### config.mk
export PLATFORM = sky130hd
export DESIGN_NAME = stream_mux_n_to_1
export DESIGN_NICKNAME = d
export VERILOG_FILES = /design/src/rtl/stream_mux_pkg.sv /design/src/rtl/stream_mux_n_to_1_rr_arbiter.sv /design/src/rtl/stream_mux_n_to_1.sv
export SDC_FILE = /design/constraint.sdc
export NUM_CORES = 1
export LEC_CHECK = 0
export CAP_MARGIN = 30
export CORE_UTILIZATION = 50
export DETAILED_ROUTE_END_ITERATION = 10
export DONT_BUFFER_PORTS = 1
export SETUP_SLACK_MARGIN = 0.05
export SLEW_MARGIN = 20
export SYNTH_ARGS = -nofsm -noshare
export SYNTH_HDL_FRONTEND = slang
export SYNTH_SLANG_ARGS = --single-unit
### constraint.sdc
create_clock -name clk -period 1.7 [get_ports clk]
set_input_delay 0.34 -clock clk [delete_from_list [all_inputs] [get_ports clk]]
set_output_delay 0.34 -clock clk [all_outputs]
set_load 0.005 [all_outputs]
### src/rtl/stream_mux_pkg.sv
// Shared types for the N-to-1 stream multiplexer.
// Mode encoding, FSM state encoding and an index wrap helper.
package stream_mux_pkg;

    localparam logic MODE_FIXED = 1'b0;
    localparam logic MODE_RR    = 1'b1;

    typedef enum logic {
        ST_IDLE   = 1'b0,
        ST_LOCKED = 1'b1
    } state_t;

    function automatic int unsigned wrap_idx(
        input int unsigned base,
        input int unsigned off,
        input int unsigned n
    );
        return (base + off) % n;
    endfunction

endpackage

### src/rtl/stream_mux_n_to_1_rr_arbiter.sv
// Rotating-priority pick: the first requester after ptr wins.
// Pure combinational; ptr itself has the lowest priority.
module rr_arbiter
    import stream_mux_pkg::*;
#(
    parameter int N = 4,
    localparam int W = $clog2(N)
) (
    input  logic [N-1:0] req,
    input  logic [W-1:0] ptr,
    output logic [W-1:0] gnt_idx,
    output logic         gnt_any
);

    logic [W-1:0] idx;

    always_comb begin
        gnt_idx = '0;
        gnt_any = 1'b0;
        idx     = '0;
        // Scan far-to-near so the nearest requester overwrites the rest.
        for (int unsigned off = N; off >= 1; off--) begin
            idx = W'(wrap_idx(32'(ptr), off, N));
            if (req[idx]) begin
                gnt_idx = idx;
                gnt_any = 1'b1;
            end
        end
    end

endmodule

### src/rtl/stream_mux_n_to_1.sv
// N-to-1 packet stream mux with fixed or round-robin selection.
// Grant is held for a whole packet; output is a single register stage.
module stream_mux_n_to_1
    import stream_mux_pkg::*;
#(
    parameter int SIZE     = 4,
    parameter int CHANNELS = 4,
    localparam int SEL_W   = $clog2(CHANNELS)
) (
    input  logic                     clk,
    input  logic                     reset_n,
    input  logic [CHANNELS*SIZE-1:0] in_data,
    input  logic [CHANNELS-1:0]      in_valid,
    input  logic [CHANNELS-1:0]      in_last,
    output logic [CHANNELS-1:0]      in_ready,
    input  logic                     mode,
    input  logic [SEL_W-1:0]         sel,
    output logic [SIZE-1:0]          out_data,
    output logic                     out_last,
    output logic [SEL_W-1:0]         out_chan,
    output logic                     out_valid,
    input  logic                     out_ready,
    output logic                     busy
);

    state_t           state;
    state_t           state_nxt;
    logic [SEL_W-1:0] grant;
    logic [SEL_W-1:0] rr_ptr;
    logic [SEL_W-1:0] arb_idx;
    logic [SEL_W-1:0] cand_idx;
    logic             arb_any;
    logic             cand_any;
    logic             fixed_ok;
    logic             can_take;
    logic             accept;
    logic             pkt_done;
    logic             grant_valid;
    logic             grant_last;
    logic [SIZE-1:0]  grant_data;
    logic [SIZE-1:0]  chan_data [CHANNELS];

    for (genvar k = 0; k < CHANNELS; k++) begin : g_split
        assign chan_data[k] = in_data[k*SIZE +: SIZE];
    end

    rr_arbiter #(
        .N(CHANNELS)
    ) u_arb (
        .req     (in_valid),
        .ptr     (rr_ptr),
        .gnt_idx (arb_idx),
        .gnt_any (arb_any)
    );

    // An out-of-range fixed select never produces a candidate.
    always_comb begin
        fixed_ok = 1'b0;
        if (32'(sel) < CHANNELS) begin
            fixed_ok = in_valid[sel];
        end
        cand_any = (mode == MODE_RR) ? arb_any : fixed_ok;
        cand_idx = (mode == MODE_RR) ? arb_idx : sel;
    end

    assign grant_valid = in_valid[grant];
    assign grant_last  = in_last[grant];
    assign grant_data  = chan_data[grant];
    assign can_take    = !out_valid || out_ready;
    assign busy        = (state == ST_LOCKED);
    assign accept      = busy && grant_valid && can_take;
    assign pkt_done    = accept && grant_last;

    always_comb begin
        in_ready = '0;
        if (busy) begin
            in_ready[grant] = can_take;
        end
    end

    always_comb begin
        state_nxt = state;
        unique case (state)
            ST_IDLE: begin
                if (cand_any) begin
                    state_nxt = ST_LOCKED;
                end
            end
            ST_LOCKED: begin
                if (pkt_done) begin
                    state_nxt = ST_IDLE;
                end
            end
            default: state_nxt = ST_IDLE;
        endcase
    end

    always_ff @(posedge clk or negedge reset_n) begin
        if (!reset_n) begin
            state  <= ST_IDLE;
            grant  <= '0;
            rr_ptr <= SEL_W'(CHANNELS - 1);
        end else begin
            state <= state_nxt;
            if (state == ST_IDLE && cand_any) begin
                grant <= cand_idx;
            end
            if (pkt_done) begin
                rr_ptr <= grant;
            end
        end
    end

    always_ff @(posedge clk or negedge reset_n) begin
        if (!reset_n) begin
            out_valid <= 1'b0;
            out_data  <= '0;
            out_last  <= 1'b0;
            out_chan  <= '0;
        end else if (accept) begin
            out_valid <= 1'b1;
            out_data  <= grant_data;
            out_last  <= grant_last;
            out_chan  <= grant;
        end else if (out_valid && out_ready) begin
            out_valid <= 1'b0;
        end
    end

endmodule

==> metrics <==
CTS Sinks=13; Net Switching=581 µW; GR Layer Usage met2=32.2%; CP Data Arrival Time=1.20 ns; vias=617; wire length of the first global-routing pass=2.86 mm; Critical Path End Type=output pin; number of port buffers=0; Seq pwr share=38.7%; Final min period=1.54 ns; Std-Cell Core Area=1560 µm²; cell depth of the worst flop-to-flop path=3; worst slack on hold paths=0.260 ns; fraction of the yosys area taken by sequential cells=37.6%; worst hold path type=in -> reg; largest net degree at the start of global routing=14; Cell Chain, Critical Path=nand2b_1, nand2_1, nor3b_1; DR iter-0 viols=9; Avg Inst Size Synth=11.8 µm²; I/O pin total=43; worst voltage drop across the vdd grid=0.735 mV; worst clock skew=0.00274 ns; count of synthesis-stage warnings from yosys=0; met3 track demand over resource=5.42%; top library cells by usage in the layout, fill and taps aside=11 x nand2_1, 11 x dfrtp_1, 6 x mux2_4, 4 x nor2_1, 4 x mux4_2; ratio of total power to cell area=1740 nW/µm²; final hold violations=0; worst-case clock buffer depth=2; Post-synth EDFFs=0; area of combinational cells with multiple inputs=515 µm²; global route hottest layer=met2; flip-flop and latch area=328 µm²; Cell variety after synth=32; register-to-register setup slack=0.17 ns; Fill cells=125; Setup CP Type=reg -> out; Final GP Congestion=0.813; headroom to the max-slew limit=60.8%; clock latency at the later pin of the worst-skew pair=0.27 ns; RSZ-0062 raised after global routing=false; Hold Crit Endpoint=busy; Vert. Die Dim=43.7 µm; Final Max Slew Viols=0; DIE AREA=1910 µm²; MaxCap Viol Count=0; GRT Resource Usage Total=20.5%; dominant register cell in the synthesized netlist=dfrtp_1; CTS Root Buffer Type=clkbuf_4; met1 Usage GRT=29.9%; share of power burned in the clock network=11.5%; Critical Path Start Type=flop; TNS Setup=0 ns; overflow left after global routing=0; Via-to-Cell Ratio=6.43; DRT antenna net count=0; result of the run=complete, but fails checks; starting density of the core=55.9%; initial antenna violation count=0; fraction of layout instances using a drive strength above 1=26.3%; TritonCTS clock tree=yes; average wire per standard cell=18.9 µm; CP peak stage delay=0.40 ns; HPWL Detailed=1.41 mm; reported leakage power=0.422 nW; cell with the biggest individual delay on the critical path=dfrtp_1; vias in the first global route=625; Sw Share=36.0%; CTS HTree Levels=1; hold wc startpoint=mode; measured slew at the worst slew-check pin=0.587 ns; Area Growth Syn to Fin=6.75%; violated checks=DRC; Synthesized Nets=104; Clock transition at path regs=0.08 ns; post-layout net count=111; TritonCTS Buffers=3; worst reg2reg path endpoint=out_data[1]; Hold Crit Depth=2; final critical-path share of the clock period=90.9%; Gate Count Post-Synth=74; Syn Std Cell Area=871 µm²; Max Clock Freq=647 MHz; total detailed-routing wirelength=1.82 mm; Worst Path Max Fanout=3; Required @ worst endpoint=1.36 ns; flip-flop and latch count after synthesis=13; logic gate share of total power=49.8%; antenna fix cells=0; placement row count=14; Die X=43.7 µm; First-pass DRT Iterations=7; internal power contribution=1.03 mW; final count of negative-setup-slack endpoints=0; worst flop-to-flop path startpoint=grant[1]; post-synthesis async set-or-reset flop share=100%; DRC violations left=3
-- critical path, delay by kind of cell (launching register included) --
kind          cells  cell delay (ns)
flops             1             0.40
simple gates      3             0.54
-- cell type report --
cell class	instances	share of cell area (%)
repair buffers	4	3.50
inverters	2	0.808
multi-input cells	57	55.5
well taps	16	2.15
flip-flops and latches	13	35.3
clock buffers	4	2.83
-- flip-flops by register name, summed over array words and instances, names as in the netlist --
name	count
out_data	4
grant	2
out_chan	2
rr_ptr	2
busy	1
out_last	1
out_valid	1
-- timing repair --
| item | 4_1_cts | 5_1_grt |
|---|---|---|
| hold endpoints to repair | 13 | 0 |
| hold buffers | 1 | 0 |
| buffers inserted | 0 | 0 |
| gates resized for setup | 0 | 0 |
-- Yosys cell counts (all sizes together), types with 2 or more instances --
cell	n	area, µm²
a21oi	3	15.0
dfrtp	11	275
dfstp	2	52.6
inv	2	7.51
mux2	8	113
mux2i	3	30.0
mux4	6	143
nand2	12	52.6
nand2b	2	12.5
nor2	4	15.0
o21ai	4	20.0
-- power by group through the flow --
stage                     logic [mW]  registers, mW  clock network, mW
final                          0.805          0.625              0.185
after global routing           0.870          0.653              0.210
after CTS                      0.813          0.627              0.195
after detailed placement       0.800          0.633                  0
after global placement         0.784          0.633                  0
after floorplan                0.681          0.602                  0
-- layer usage --
layer | wire [µm] | up-vias
li1 | - | 296
met2 | 935 | 16
met3 | 80 | 0
met1 | 803 | 305
met4 | 0 | 0
met5 | 0 | -
-- kinds of logic (layout without fill, tap and decap cells) --
logic type | count (synthesis) | count (layout) | synth area share, %
AND/OR/NAND/NOR | 25 | 25 | 15.1
buffers and inverters | 4 | 10 | 3.16
AO/OA/AOI/OAI | 15 | 15 | 11.4
flip-flops | 13 | 13 | 37.6
multiplexers | 17 | 17 | 32.8
-- metrics by stage --
step	power (mW)	setup WS [ns]	instances	util, %	instance area [µm²]
2_1_floorplan	1.28	0.186	74	-	871
6_report	1.61	0.156	96	59.6	930
3_5_place_dp	1.43	0.167	91	57.3	893
5_1_grt	1.73	0.104	96	59.6	930
3_3_place_gp	1.42	0.183	91	57.3	893
4_1_cts	1.64	0.151	96	59.6	930
-- how the worst max path moves through the flow --
stage / startpoint / endpoint / slack, ns / cells past startpoint
2_1_floorplan: grant[1] / out_chan[0] / 0.19 / 3
3_3_place_gp: grant[0] / out_data[3] / 0.18 / 3
3_5_place_dp: grant[1] / out_data[1] / 0.17 / 3
4_1_cts: out_valid / in_ready[2] / 0.15 / 3
5_1_grt: grant[1] / out_data[1] / 0.10 / 3
6_report: out_valid / in_ready[2] / 0.16 / 3
Note: power is estimated with default switching activity, not from simulation.
